File: src/rtl/serial_adder_ctrl.sv
// Bit-serial add/subtract: one full-adder cell stepped over WIDTH bits, LSB first.
// Latency: WIDTH+1 cycles from start request to the one-cycle done pulse.
// Backpressure: start is ignored while busy; a start in the done cycle is accepted.
module serial_adder_ctrl #(
    parameter int WIDTH = 32
) (
    input  logic             clk,
    input  logic             rst_n,
    input  logic             start,
    input  logic             sub,
    input  logic [WIDTH-1:0] A,
    input  logic [WIDTH-1:0] B,
    output logic             busy,
    output logic             done,
    output logic [WIDTH-1:0] F,
    output logic             Cout,
    output logic             OF
);
    localparam int CW = $clog2(WIDTH);
    localparam logic [CW-1:0] LAST = CW'(WIDTH - 1);

    typedef enum logic {
        IDLE = 1'b0,
        RUN  = 1'b1
    } state_t;

    state_t         state, state_nxt;
    logic [WIDTH-1:0] a_sr, b_sr;
    logic           carry;
    logic [CW-1:0]  cnt;
    logic           load, step, last;
    logic           cell_x, cell_y, cell_f, cell_co;

    // The only adder logic on the datapath.
    assign cell_x  = a_sr[0];
    assign cell_y  = b_sr[0];
    assign cell_f  = cell_x ^ cell_y ^ carry;
    assign cell_co = ((cell_x ^ cell_y) & carry) | (cell_x & cell_y);

    always_ff @(posedge clk or negedge rst_n) begin
        if (!rst_n) state <= IDLE;
        else        state <= state_nxt;
    end

    always_comb begin
        state_nxt = state;
        busy      = 1'b0;
        load      = 1'b0;
        step      = 1'b0;
        last      = 1'b0;
        case (state)
            IDLE: begin
                if (start) begin
                    load      = 1'b1;
                    state_nxt = RUN;
                end
            end
            RUN: begin
                busy = 1'b1;
                step = 1'b1;
                if (cnt == LAST) begin
                    last      = 1'b1;
                    state_nxt = IDLE;
                end
            end
            default: state_nxt = IDLE;
        endcase
    end

    always_ff @(posedge clk or negedge rst_n) begin
        if (!rst_n) begin
            a_sr  <= '0;
            b_sr  <= '0;
            carry <= 1'b0;
            cnt   <= '0;
            F     <= '0;
            Cout  <= 1'b0;
            OF    <= 1'b0;
            done  <= 1'b0;
        end else begin
            done <= last;
            if (load) begin
                // Subtraction is A + ~B + 1: the +1 enters as the initial carry.
                a_sr  <= A;
                b_sr  <= sub ? ~B : B;
                carry <= sub;
                cnt   <= '0;
                F     <= '0;
                Cout  <= 1'b0;
                OF    <= 1'b0;
            end else if (step) begin
                carry <= cell_co;
                F     <= {cell_f, F[WIDTH-1:1]};
                a_sr  <= a_sr >> 1;
                b_sr  <= b_sr >> 1;
                if (last) begin
                    cnt  <= '0;
                    Cout <= cell_co;
                    OF   <= carry ^ cell_co;
                end else begin
                    cnt <= cnt + CW'(1);
                end
            end
        end
    end
endmodule

File: config.mk
export PLATFORM = sky130hd
export DESIGN_NAME = serial_adder_ctrl
export DESIGN_NICKNAME = d
export VERILOG_FILES = /design/src/rtl/serial_adder_ctrl.sv
export SDC_FILE = /design/constraint.sdc
export NUM_CORES = 1
export LEC_CHECK = 0
export BUFFER_PORTS_ARGS = -buffer_cell sky130_fd_sc_hd__buf_4
export CORE_AREA = 2 2 103 105
export CTS_CLUSTER_SIZE = 12
export DETAILED_ROUTE_END_ITERATION = 12
export DIE_AREA = 0 0 105 107
export GPL_ROUTABILITY_DRIVEN = 0
export GPL_TIMING_DRIVEN = 0
export PLACE_DENSITY = 0.74
export RECOVER_POWER = 100
export SYNTH_ARGS = -nofsm -noshare
export SYNTH_HDL_FRONTEND = slang
export SYNTH_SLANG_ARGS = --single-unit
File: constraint.sdc
create_clock -name clk -period 1.8 [get_ports clk]
set_clock_uncertainty 0.1 [all_clocks]
set_input_delay 0.27 -clock clk [delete_from_list [all_inputs] [get_ports clk]]
set_output_delay 0.27 -clock clk [all_outputs]
set_load 0.01 [all_outputs]
# ---- Word-level counts from Yosys, hierarchy flattened
# Cells that the tools add are included.
dict set report classes {
  n_mux 25
  n_reduce_logical 3
  n_bitwise 8
  eq_ne 1
  add_sub_neg 1
}
# cell n
set ops {}
lappend ops {{32-bit two-way mux} 7}
lappend ops {{32-bit NOT} 1}
lappend ops {{5-bit two-way mux} 3}
lappend ops {{1-bit two-way mux} 14}
lappend ops {{5-bit by 1-bit adder with 5-bit output, second input constant} 1}
lappend ops {{5-bit == test, second input constant} 1}
lappend ops {{2-bit nonzero test} 2}
lappend ops {{1-bit XOR} 3}
lappend ops {{1-bit AND} 2}
lappend ops {{1-bit one-hot mux with 2 select lines} 1}
lappend ops {{2-bit AND reduction} 1}
lappend ops {{1-bit NOT} 1}
lappend ops {{1-bit OR} 1}
dict set report word_totals {
  reg_bits 106
}

# ---- Logic depth before layout (Yosys ltp)
dict set report depth {
  depth_word 7
  mapped_depth 6
  depth_no_buf 6
}

# ---- Least setup slack after synthesis
# OpenSTA, ideal clock, no wires.
dict set report synth_path {
  path_type {register to register}
  start {register cnt[0]}
  end {register cnt[3]}
  arrival_time_ns 1.525
  path_buffers 0
  stages_incl_launch_ff 7
  required_ns 1.624
  slack_ns 0.099
  period_less_slack_ns 1.701
  setup_ns 0.076
  path_cell_list {dfrtp_1 > ha_1 > and3_1 > ha_1 > nand2b_1 > or3_1 > o21ai_1}
}
dict set report synth_between {
  elab_chain_cells 6
  word_cells_on_any_way 7
  classes_between {1 x add/sub; 1 x eq/ne; 5 x mux}
}
# element line
set synth_lines {}
lappend synth_lines {{start, declared} 30} ;# logic [CW-1:0] cnt;
lappend synth_lines {{start signal, assigned} 101} ;# cnt <= cnt + CW'(1);
lappend synth_lines {{branches (longest 3 deep; another with 5-bit by 1-bit adder with 5-bit output)} -}
lappend synth_lines {{5-bit two-way mux (*)} 96} ;# if (last) begin
lappend synth_lines {{5-bit two-way mux (*)} 91} ;# end else if (step) begin
lappend synth_lines {{5-bit two-way mux (*)} 82} ;# if (load) begin
# Mark *: on every way between the ends. The select of a mux whose other input is x is not followed.
# A chain may end at the register's enable or synchronous reset.

# ---- Worst setup path in the final report
# Ends and elaborated chain as after synthesis.

==> results summary <==
The flow ran to the end, and the final reports show no timing, DRC or antenna violations. The endpoint identified for the worst register-to-register timing path is cnt[3]. The critical path capture point type is a flip-flop.

The capture endpoint of the worst hold path is a_sr[31]. Before antenna repair, the detailed router went through 4 iterations. Max-cap violations in this run came to 0. The aggregate global-route resource usage came out at 18.33%. In the synthesized netlist the dominant register cell turns out to be dfrtp_1.

The placeable core region came out at 10,090 um^2. The horizontal die dimension is 105 um. 0 antenna diodes ended up in the layout. For this run, the number of Yosys warnings is 0. The area of placed instances came out at 5773 um^2.

After layout, the minimum clock period comes to 1.735 ns. Counting every instance in the synthesized netlist gives 427. The number of DRC violations after detailed-routing iteration 0 is 164. The largest net degree at the start of global routing came out at 107. The type of the worst min-delay path is primary input to flip-flop. The fraction of registers with async set or reset after synthesis came out at 100.0%. Setup repair after global routing left no endpoint under its margin. The overall die area came out at 11,240 um^2. The origin of the critical flop-to-flop path is cnt[0]. The startpoint class of the critical path is a flip-flop. In this run the worst path has a maximum fanout of 7. Across all register-to-register paths, the minimum setup slack is 0.07 ns.

For the pin with the worst max-slew slack, the measured transition is 0.9276 ns. The number of vias in the routed layout is 3,549. The upper clock frequency limit is 576.4 MHz.

CTS placed an instance of clkbuf_8 at the clock tree root. The relative area change from synthesis to final layout is 21.93%. The final hold violation count is 0. The number of slew-limit violations in the final report was 0. The flop and latch count out of synthesis is 106. The worst endpoint data arrival time came out at 1.93 ns. The routed design has 10,060 um of wire.

TritonCTS built the clock tree. The floorplan row count came out at 37. The signal on the critical path passes through ha_2 -> and3_1 -> ha_4 -> nand2b_1 -> or3_1 -> o21ai_1. Summing all flip-flop and latch instances after layout gives 2653 um^2. The net count of the finished layout is 613. The final design area excluding fillers is 5907 um^2.

The initial antenna violation count is 0. At the later pin of the worst-skew pair, clock insertion delay measures 0.37 ns. The overflow left after global routing is 0.

The share of synthesized area occupied by flip-flops and latches is 54.75%. The final instance count without filler cells is 683. The highest ir drop seen on vdd is 0.5645 mV. The number of nets in the synthesized netlist came out at 498. In the final layout, the multi-input gates occupy 1984 um^2.

The static leakage came out at 2.868 nW. The cell at the slowest stage of the critical path is dfrtp_1. The clock edge transition at the registers on the reported setup and hold paths came out at 0.10 ns. The number of buffers added by the clock tree synthesis step is 9. In the routed layout, each cell is associated on average with a via count of 5.196. The detail route stage leaves a number of antenna-violating nets equal to 0. The clock passes through at most 2 buffers. The synthesized netlist contains 27 unique library cells. The DRC violation count after routing is 0.

The combined buffer and inverter count along the critical path is 0. The count of input and output buffers came out at 101. The mean instance size in the synthesized netlist is 11.35 um^2. The setup-violating endpoint count in the final report is 0. The first-pass GRT wire length came out at 16,690 um. For the worst setup path, the data required time is 1.99 ns. The number of global-route vias before repair came out at 3,453. The ratio of cells with drive above 1 in the final layout came out at 20.84%. The y dimension of the die is 107 um. On the worst path, the slowest cell contributes a delay of 0.43 ns. In this run, synthesis inferred 0 flip-flops with an integrated enable. The count of filler cells inserted in the layout is 909. The number of levels the H-tree was split into came out at 3.

For this configuration, the core starts out at a cell density of 48.00%. Among cell families on the critical path, the largest total delay comes from simple AND/OR/NAND/NOR gates. The number of placed instances, taps included is 664.

The power per cell area came out at 1291 nW/um^2. The worst hold path depth is 3. In this run the count of I/O pins placed on the die edge is 104. The worst hold margin is 0.05414 ns. The critical path is of the flip-flop to flip-flop type. Dividing the final minimum period by the clock period gives 96.38%. In this run the tightest slew margin relative to its limit is 38.16%. The total power after layout came out at 7.628 mW. After synthesis the cells add up to 4845 um^2. The detail-routed net length per standard cell is 14.73 um. Measured in cells, the most critical reg-to-reg path has a length of 6. Clock tree synthesis found a total of 106 sinks. The post-detailed-placement half-perimeter wirelength came out at 7099 um.

The hold path startpoint is A[31].
layout by cell type, fill, tap and decap left out, types with 2 or more instances in the layout:
cell	n
dfrtp_1	106
buf_4	69
nand2_1	66
mux2i_1	64
o21ai_0	50
clkbuf_1	43
a22o_1	34
xor2_1	31
o21ai_1	19
buf_2	11
clkbuf_8	9
buf_6	8
clkbuf_2	6
nor2_1	3
a21oi_1	2
nand2b_1	2
xnor2_1	2
inv_8	2
inv_6	2
bufinv_16	2
power by group:
group	switching, mW	internal, mW
Clock	0.861	0.813
Combinational	1.07	1.07
Sequential	0.594	3.21
Total	2.53	5.10
synth_stat cells, types with 2 or more instances:
cell      count  share of area (%)
o21ai_1      69                7.1
xor2_1       31                5.6
mux2i_1      64                 13
dfrtp_1     106                 55
nand2_1      66                5.1
buf_4         3               0.46
ha_1          2               0.52
a21oi_1       2               0.21
buf_6         8                1.9
nor2_1        3               0.23
a22o_1       34                6.1
buf_2        16                1.7
nand2b_1      2               0.26
xnor2_1       2               0.36
clkbuf_1      7               0.54
state kept, by name, summed over array words and instances (netlist names):
name / flops
b_sr: 32
OF: 1
done: 1
Cout: 1
a_sr: 32
F: 32
carry: 1
cnt: 5
state: 1
per-stage QoR:
step	worst slack [ns]	util, %	setup TNS, ns
after floorplan	0.09895	-	0
after global placement	-0.001397	57.20	-0.001397
after detailed placement	-0.02576	57.20	-0.02576
after CTS	0.01638	59.52	0
after global routing	0.003836	58.53	0
final	0.06508	58.53	0
cell type report:
class | instances | area share (%)
plain buffers | 34 | 3.601
repair buffers | 104 | 11.04
clock buffers | 9 | 2.097
well taps | 136 | 2.881
multi-input cells | 286 | 33.59
inverters | 1 | 0.06355
flip-flops and latches | 106 | 44.91
clock inverters | 7 | 1.822
how the worst max path moves through the flow:
stage	start	end	cells after the start
floorplan	cnt[0]	cnt[3]	6
global placement	cnt[0]	cnt[3]	6
detailed placement	cnt[0]	cnt[3]	6
CTS	cnt[0]	cnt[3]	6
global route	cnt[1]	cnt[3]	6
finish	cnt[0]	cnt[3]	6
metal layers:
metal	global-route usage, %	wire (um)	share of wire [%]
met1	25.64	4650	46
met2	29.31	4845	48
met3	3.040	435	4.3
met4	6.000	127	1.3
met5	0	0	0
cells by family (layout without fill, tap and decap cells):
kind of cell | count (synthesis) | count (layout) | synth area share (%)
AOI/OAI and AO/OA | 107 | 107 | 13.79
xor gates and xnor gates | 33 | 33 | 5.966
adders and majority gates | 3 | 3 | 0.9297
buffers and inverters | 35 | 155 | 4.597
DFF | 106 | 106 | 54.75
muxes | 65 | 65 | 13.46
and+or+nand+nor | 78 | 78 | 6.509
worst reg2reg max path, delay by kind of cell, from the launching register on:
family	cells	cell delay, ns
flops	1	0.43
simple gates	3	0.66
fa+ha+maj	2	0.41
compound gates	1	0.07
what timing repair did:
| item | CTS | global route |
|---|---|---|
| resized for setup | 1 | 2 |
| hold buffers | 0 | 1 |
| pin swaps | 0 | 0 |
| endpoints found under the hold margin | 0 | 106 |
| setup endpoints to repair | 1 | 2 |
| buffers inserted | 0 | 1 |
Power figures use the tool's default switching activity.
